`config.mk`:
```
export PLATFORM = sky130hd
export DESIGN_NAME = approx_mult_error_monitor
export DESIGN_NICKNAME = d
export VERILOG_FILES = /design/src/rtl/approx_mult_pkg.sv /design/src/rtl/serial_divider.sv /design/src/rtl/approx_mult_error_monitor.sv
export SDC_FILE = /design/constraint.sdc
export NUM_CORES = 1
export LEC_CHECK = 0
export CORE_MARGIN = 2
export CORE_UTILIZATION = 52
export DETAILED_ROUTE_END_ITERATION = 8
export GPL_TIMING_DRIVEN = 0
export PLACE_DENSITY = 0.82
export SLEW_MARGIN = 40
export SYNTH_ARGS = -nofsm -noshare
export SYNTH_HDL_FRONTEND = slang
export SYNTH_SLANG_ARGS = --single-unit
```
`constraint.sdc`:
```
create_clock -name clk -period 5.7 [get_ports clk]
set_input_delay 1.425 -clock clk [delete_from_list [all_inputs] [get_ports clk]]
set_output_delay 1.425 -clock clk [all_outputs]
set_load 0.1 [all_outputs]
```
`src/rtl/approx_mult_pkg.sv`:
```
// rtl/approx_mult_pkg.sv - shared constants and state type for the approximate-multiplier error monitor
package approx_mult_pkg;
   localparam int W_DEF     = 16;
   localparam int FRAC_DEF  = 16;
   localparam int CNT_W_DEF = 17;

   typedef enum logic [1:0] {
      IDLE   = 2'd0,
      ACCEPT = 2'd1,
      DIVIDE = 2'd2,
      DONE   = 2'd3
   } state_t;
endpackage

```
`src/rtl/serial_divider.sv`:
```
// rtl/serial_divider.sv - restoring serial divider, one quotient bit per cycle, fixed DW-cycle latency
// done_o and quotient_o are valid together in the last busy cycle (quotient includes that cycle's bit).
module serial_divider #(
   parameter int DW = 32,
   parameter int VW = 16
) (
   input  logic          clk,
   input  logic          rst_n,
   input  logic          clr_i,
   input  logic          start_i,
   input  logic [DW-1:0] dividend_i,
   input  logic [VW-1:0] divisor_i,
   output logic          done_o,
   output logic [DW-1:0] quotient_o
);
   localparam int CW = $clog2(DW);
   localparam logic [CW-1:0] LAST = CW'(DW - 1);

   logic          busy_q, busy_d;
   logic [CW-1:0] cnt_q, cnt_d;
   logic [DW-1:0] dq_q, dq_d;
   logic [VW-1:0] rem_q, rem_d;
   logic [VW-1:0] dvs_q, dvs_d;
   logic [VW:0]   trial;
   logic          ge;

   // Dividend bits leave dq_q at the top while quotient bits enter at the bottom.
   always_comb begin
      trial  = {rem_q, dq_q[DW-1]};
      ge     = (trial >= {1'b0, dvs_q});
      busy_d = busy_q;
      cnt_d  = cnt_q;
      dq_d   = dq_q;
      rem_d  = rem_q;
      dvs_d  = dvs_q;
      if (clr_i) begin
         busy_d = 1'b0;
      end else if (start_i) begin
         busy_d = 1'b1;
         cnt_d  = '0;
         dq_d   = dividend_i;
         rem_d  = '0;
         dvs_d  = divisor_i;
      end else if (busy_q) begin
         rem_d = ge ? VW'(trial - {1'b0, dvs_q}) : trial[VW-1:0];
         dq_d  = {dq_q[DW-2:0], ge};
         cnt_d = cnt_q + 1'b1;
         if (cnt_q == LAST) begin
            busy_d = 1'b0;
         end
      end
   end

   always_ff @(posedge clk) begin
      if (!rst_n) begin
         busy_q <= 1'b0;
         cnt_q  <= '0;
         dq_q   <= '0;
         rem_q  <= '0;
         dvs_q  <= '0;
      end else begin
         busy_q <= busy_d;
         cnt_q  <= cnt_d;
         dq_q   <= dq_d;
         rem_q  <= rem_d;
         dvs_q  <= dvs_d;
      end
   end

   assign done_o     = busy_q && (cnt_q == LAST);
   assign quotient_o = {dq_q[DW-2:0], ge};
endmodule

```
`src/rtl/approx_mult_error_monitor.sv`:
```
// rtl/approx_mult_error_monitor.sv - accumulates ER/MED/NED/MRED numerators over (exact, approximate) product pairs
module approx_mult_error_monitor
   import approx_mult_pkg::*;
#(
   parameter int W     = W_DEF,
   parameter int FRAC  = FRAC_DEF,
   parameter int CNT_W = CNT_W_DEF
) (
   input  logic                      clk,
   input  logic                      rst_n,
   input  logic                      start,
   input  logic                      in_valid,
   output logic                      in_ready,
   input  logic                      in_last,
   input  logic [W-1:0]              exact,
   input  logic [W-1:0]              apprx,
   output logic [CNT_W-1:0]          err_count,
   output logic [CNT_W-1:0]          sample_count,
   output logic signed [W+CNT_W:0]   sum_ed,
   output logic [W+CNT_W-1:0]        sum_ed_abs,
   output logic [W-1:0]              max_ed,
   output logic [W+FRAC+CNT_W-1:0]   sum_re,
   output logic                      busy,
   output logic                      done
);
   localparam int SEW = W + CNT_W + 1;
   localparam int SAW = W + CNT_W;
   localparam int SRW = W + FRAC + CNT_W;

   state_t state_q, state_d;

   logic [CNT_W-1:0]    smp_q, smp_d, err_q, err_d;
   logic signed [SEW-1:0] sed_q, sed_d;
   logic [SAW-1:0]      sabs_q, sabs_d;
   logic [W-1:0]        max_q, max_d;
   logic [SRW-1:0]      sre_q, sre_d;
   logic                last_q, last_d;

   logic                xfer, need_div, div_fin, div_done;
   logic signed [W:0]   ed;
   logic [W-1:0]        abs_ed;
   logic [W+FRAC-1:0]   quot;

   assign xfer     = (state_q == ACCEPT) && in_valid;
   assign ed       = $signed({1'b0, exact}) - $signed({1'b0, apprx});
   assign abs_ed   = (exact >= apprx) ? (exact - apprx) : (apprx - exact);
   assign need_div = (exact != '0) && (abs_ed != '0);
   assign div_fin  = (state_q == DIVIDE) && div_done;

   always_ff @(posedge clk) begin
      if (!rst_n) begin
         state_q <= IDLE;
      end else begin
         state_q <= state_d;
      end
   end

   always_comb begin
      state_d = state_q;
      case (state_q)
         IDLE:    if (start) state_d = ACCEPT;
         ACCEPT: begin
            if (start) state_d = ACCEPT;
            else if (xfer && need_div) state_d = DIVIDE;
            else if (xfer && in_last) state_d = DONE;
         end
         DIVIDE: begin
            if (start) state_d = ACCEPT;
            else if (div_done) state_d = last_q ? DONE : ACCEPT;
         end
         DONE:    if (start) state_d = ACCEPT;
         default: state_d = IDLE;
      endcase
   end

   always_comb begin
      in_ready = (state_q == ACCEPT);
      busy     = (state_q == ACCEPT) || (state_q == DIVIDE);
      done     = (state_q == DONE);
   end

   // start wins over a same-cycle transfer, so that sample never reaches the accumulators.
   always_comb begin
      smp_d  = smp_q;
      err_d  = err_q;
      sed_d  = sed_q;
      sabs_d = sabs_q;
      max_d  = max_q;
      sre_d  = sre_q;
      last_d = last_q;
      if (start) begin
         smp_d  = '0;
         err_d  = '0;
         sed_d  = '0;
         sabs_d = '0;
         max_d  = '0;
         sre_d  = '0;
         last_d = 1'b0;
      end else begin
         if (xfer) begin
            smp_d  = smp_q + 1'b1;
            err_d  = err_q + {{(CNT_W-1){1'b0}}, (abs_ed != '0)};
            sed_d  = sed_q + SEW'(ed);
            sabs_d = sabs_q + SAW'(abs_ed);
            if (abs_ed > max_q) max_d = abs_ed;
            last_d = in_last;
         end
         if (div_fin) begin
            sre_d = sre_q + SRW'(quot);
         end
      end
   end

   always_ff @(posedge clk) begin
      if (!rst_n) begin
         smp_q  <= '0;
         err_q  <= '0;
         sed_q  <= '0;
         sabs_q <= '0;
         max_q  <= '0;
         sre_q  <= '0;
         last_q <= 1'b0;
      end else begin
         smp_q  <= smp_d;
         err_q  <= err_d;
         sed_q  <= sed_d;
         sabs_q <= sabs_d;
         max_q  <= max_d;
         sre_q  <= sre_d;
         last_q <= last_d;
      end
   end

   serial_divider #(
      .DW (W + FRAC),
      .VW (W)
   ) u_div (
      .clk        (clk),
      .rst_n      (rst_n),
      .clr_i      (start),
      .start_i    (xfer && need_div && !start),
      .dividend_i ({abs_ed, {FRAC{1'b0}}}),
      .divisor_i  (exact),
      .done_o     (div_done),
      .quotient_o (quot)
   );

   assign err_count    = err_q;
   assign sample_count = smp_q;
   assign sum_ed       = sed_q;
   assign sum_ed_abs   = sabs_q;
   assign max_ed       = max_q;
   assign sum_re       = sre_q;
endmodule
```
==> metrics.txt <==
status completed; WP data arrival 6140 ps; final core utilization 63.3%; I/O Buffers between 200 and 250; worst skew pair latency about 580 ps; WS Path Type in2reg; H-tree depth 1; Core Box Area about 32000 µm²; max cap viols 0; Syn Inst Count 2149; asr flop ratio synth 0%; routed vias between 15000 and 20000; Crit. End Element flop; Hold Startpoint u_div.dvs_q[11]; DIE AREA ~33000 µm²; Post-synth EDFFs 0; Worst Hold Class reg2reg; flops & latches, synth roughly 240; Slowest cell on crit path clkdlybuf4s50_1; Worst R2R Path Depth 22; Final ANT Viol Nets 0; CTS root buf clkbuf_16; Post-Synthesis Net Count ~2300; Int Power 3420 µW; clock buffer depth 3; area grow syn2layout 20.0%; slack of the critical path 63.6 ps; switching share of power 34.6%; Num CTS Buffers 29; clock share of power a little under two fifths; site row count 65; unique cell type count in the Yosys netlist between 70 and 80; Place WS -1580 ps; crit path cell chain clkdlybuf4s50_1 -> inv_1 -> ha_1 -> o21ai_0 -> nor2_1 -> a311o_1 -> or3_1 -> inv_1 -> ha_2 -> nand3_1 -> nor2_2 -> nand2_1 -> o21ai_0 -> nor2_1 -> a21oi_2 -> a211oi_1 -> nor3_2 -> mux2i_2 -> mux2i_1; NetSw approximately 1800 µW; combinational power share approximately 30%; gr usage total around 29%; Die X 183 µm; Hold Fails Final Rpt 0; clk_skew approximately 19 ps; Final nets between 2000 and 3000; critical-path maximum fanout 7; vias in the first global route around 16000; Min-Delay Endpoint u_div.dvs_q[11]; Max Clk Rate approximately 180 MHz; WP buf/inv 3; Synth area leader dfxtp_1; CP required between 6000 and 7000 ps; pwr dens around 260 nW/µm²; CP startpoint kind input port; share of cells above drive strength 1 13.8%; mapped cell area approximately 17000 µm²; Initial Util between 50% and 60%; total power between 5000 and 6000 µW; worst reg-to-reg setup slack around 380 ps; Slew headroom 42.8%; antenna diode count 0; largest cells by area after synthesis dfxtp_1, ha_1, a21oi_1; Seq pwr share 33.3%; Yosys warnings 0; Final Slew Violations 0; largest net degree at the start of global routing 16; Final period util a little over nine tenths; Setup-failing EPs final 0; gpl congestion roughly 0.95; DIE HEIGHT 183 µm; sequential area share after synthesis 28.7%; Layout fillers roughly 2800; drt pass-1 iters 6; antenna violations before repair 0; actual slew at the worst max-slew pin 858 ps; Worst R2R Start u_div.dvs_q[1]; LEAKAGE about 0.0090 µW; DR DRC count 0; grt ovf 0; delay-heaviest family, CP simple AND/OR/NAND/NOR gates; Clock Sinks around 240; DP HPWL between 30000 and 40000 µm; Commonest cells post-synth nand2_1, dfxtp_1, a21oi_1, nor2_1, ha_1; CTS tree yes; DRT iter0 DRCs ~1300; setup TNS 0 ps; top_reg_cell synth dfxtp_1; worst hold stages 2; syn avg cell area ~7.7 µm²; Peak VDD IR around 0.23 mV; I/O pin cnt between 200 and 250; R2R Path End sum_re[43]; first-pass GRT wire length 79800 µm; wirelength, routed just over 50000 µm; Final Critical Period between 5000 and 6000 ps; area share of the leading cell type in the synthesized netlist between 20% and 30%; Critical Path Max Stage Delay around 600 ps; clock-pin slew on the worst setup and hold paths 60 ps; Vias/cell 5.95; most instantiated library cell after synthesis nand2_1; WL/cell between 15 and 20 µm
tightest hold or removal path, stage by stage, from the launching register on:
cell and delay (ps):
dfxtp_1 300, nand2_1 50, mux2i_1 50
worst max-delay path by stage:
stage / from / end / depth (start not counted)
2_1_floorplan: exact[3] / sum_ed_abs[15] / 22
3_3_place_gp: exact[3] / sum_ed[33] / 22
3_5_place_dp: exact[3] / sum_ed[33] / 22
4_1_cts: exact[13] / sum_ed[33] / 20
5_1_grt: exact[14] / sum_ed[33] / 19
6_report: exact[14] / sum_ed[33] / 19
layout by cell type, fill, tap and decap left out, drive strengths merged, types with 10 or more instances in the layout:
| master | count |
|---|---|
| nand2 | 281 |
| dfxtp | 239 |
| a21oi | 220 |
| buf | 211 |
| nor2 | 192 |
| ha | 152 |
| inv | 120 |
| clkbuf | 119 |
| o21ai | 78 |
| xnor2 | 75 |
| nor3 | 64 |
| mux2i | 63 |
| xor2 | 59 |
| nand3 | 56 |
| a21o | 48 |
| a211oi | 36 |
| and3 | 34 |
| or3 | 32 |
| nand2b | 24 |
| o21a | 23 |
| nand4 | 23 |
| nor2b | 22 |
| a31oi | 19 |
| nor4 | 17 |
| o211a | 15 |
| o31ai | 14 |
| dlymetal6s2s | 13 |
| o21bai | 13 |
| clkdlybuf4s50 | 12 |
| o211ai | 11 |
| or4 | 10 |
logic make-up after synthesis:
group	share of synthesized area, %
AOI/OAI and AO/OA	20.9
xor gates and xnor gates	7.10
adders and majority gates	12.1
buffers and inverters	5.02
DFF	28.7
muxes	4.13
and+or+nand+nor	22.0
what timing repair did:
action | in CTS | in global routing
hold buffers | 0 | 0
gates resized for setup | 53 | 69
cloned | 1 | 0
setup endpoints to repair | 69 | 77
setup buffers | 11 | 9
endpoints found under the hold margin | 0 | 0
pin swaps | 12 | 9
power by group through the flow:
stage	clock (µW)	sequential [µW]	combinational, µW
finish	1920	1740	1560
floorplan	0	1900	940
detailed placement	0	1780	1420
global placement	0	1780	1410
global route	2010	1750	1680
CTS	1940	1740	1490
layout make-up:
| class | count | area, µm² | share of cell area [%] |
|---|---|---|---|
| Sequential cell | 239 | 4780 | 24.0 |
| Clock buffer | 44 | 842 | 4.22 |
| Clock inverter | 10 | 153 | 0.764 |
| Buffer | 95 | 434 | 2.17 |
| Tap cell | 402 | 503 | 2.52 |
| Timing Repair Buffer | 223 | 1350 | 6.76 |
| Multi-Input combinational cell | 1696 | 11500 | 57.4 |
| Inverter | 118 | 443 | 2.22 |
layer usage:
metal / up-vias / global-route usage, % / share of wire (%)
met5: - / 0 / 0
met3: 133 / 3.89 / 6.8
li1: 8110 / - / -
met1: 7911 / 38.5 / 43
met4: 0 / 12.2 / 4.2
met2: 656 / 48.3 / 46
through the flow:
step	area [µm²]	instances	hold slack (ps)
6_report	20000	2827	454
5_1_grt	20000	2827	479
4_1_cts	19600	2819	457
3_5_place_dp	18400	2755	449
3_3_place_gp	19200	2755	443
2_1_floorplan	16700	2149	435
sequential cells by signal (all words and copies together), names as in the netlist, 5 cells and up:
name	flops
err_count	17
sum_ed	34
sum_re	49
u_div.dvs_q	16
sample_count	17
u_div.dq_q	32
max_ed	16
sum_ed_abs	33
u_div.cnt_q	5
u_div.rem_q	16
Power figures use the tool's default switching activity.
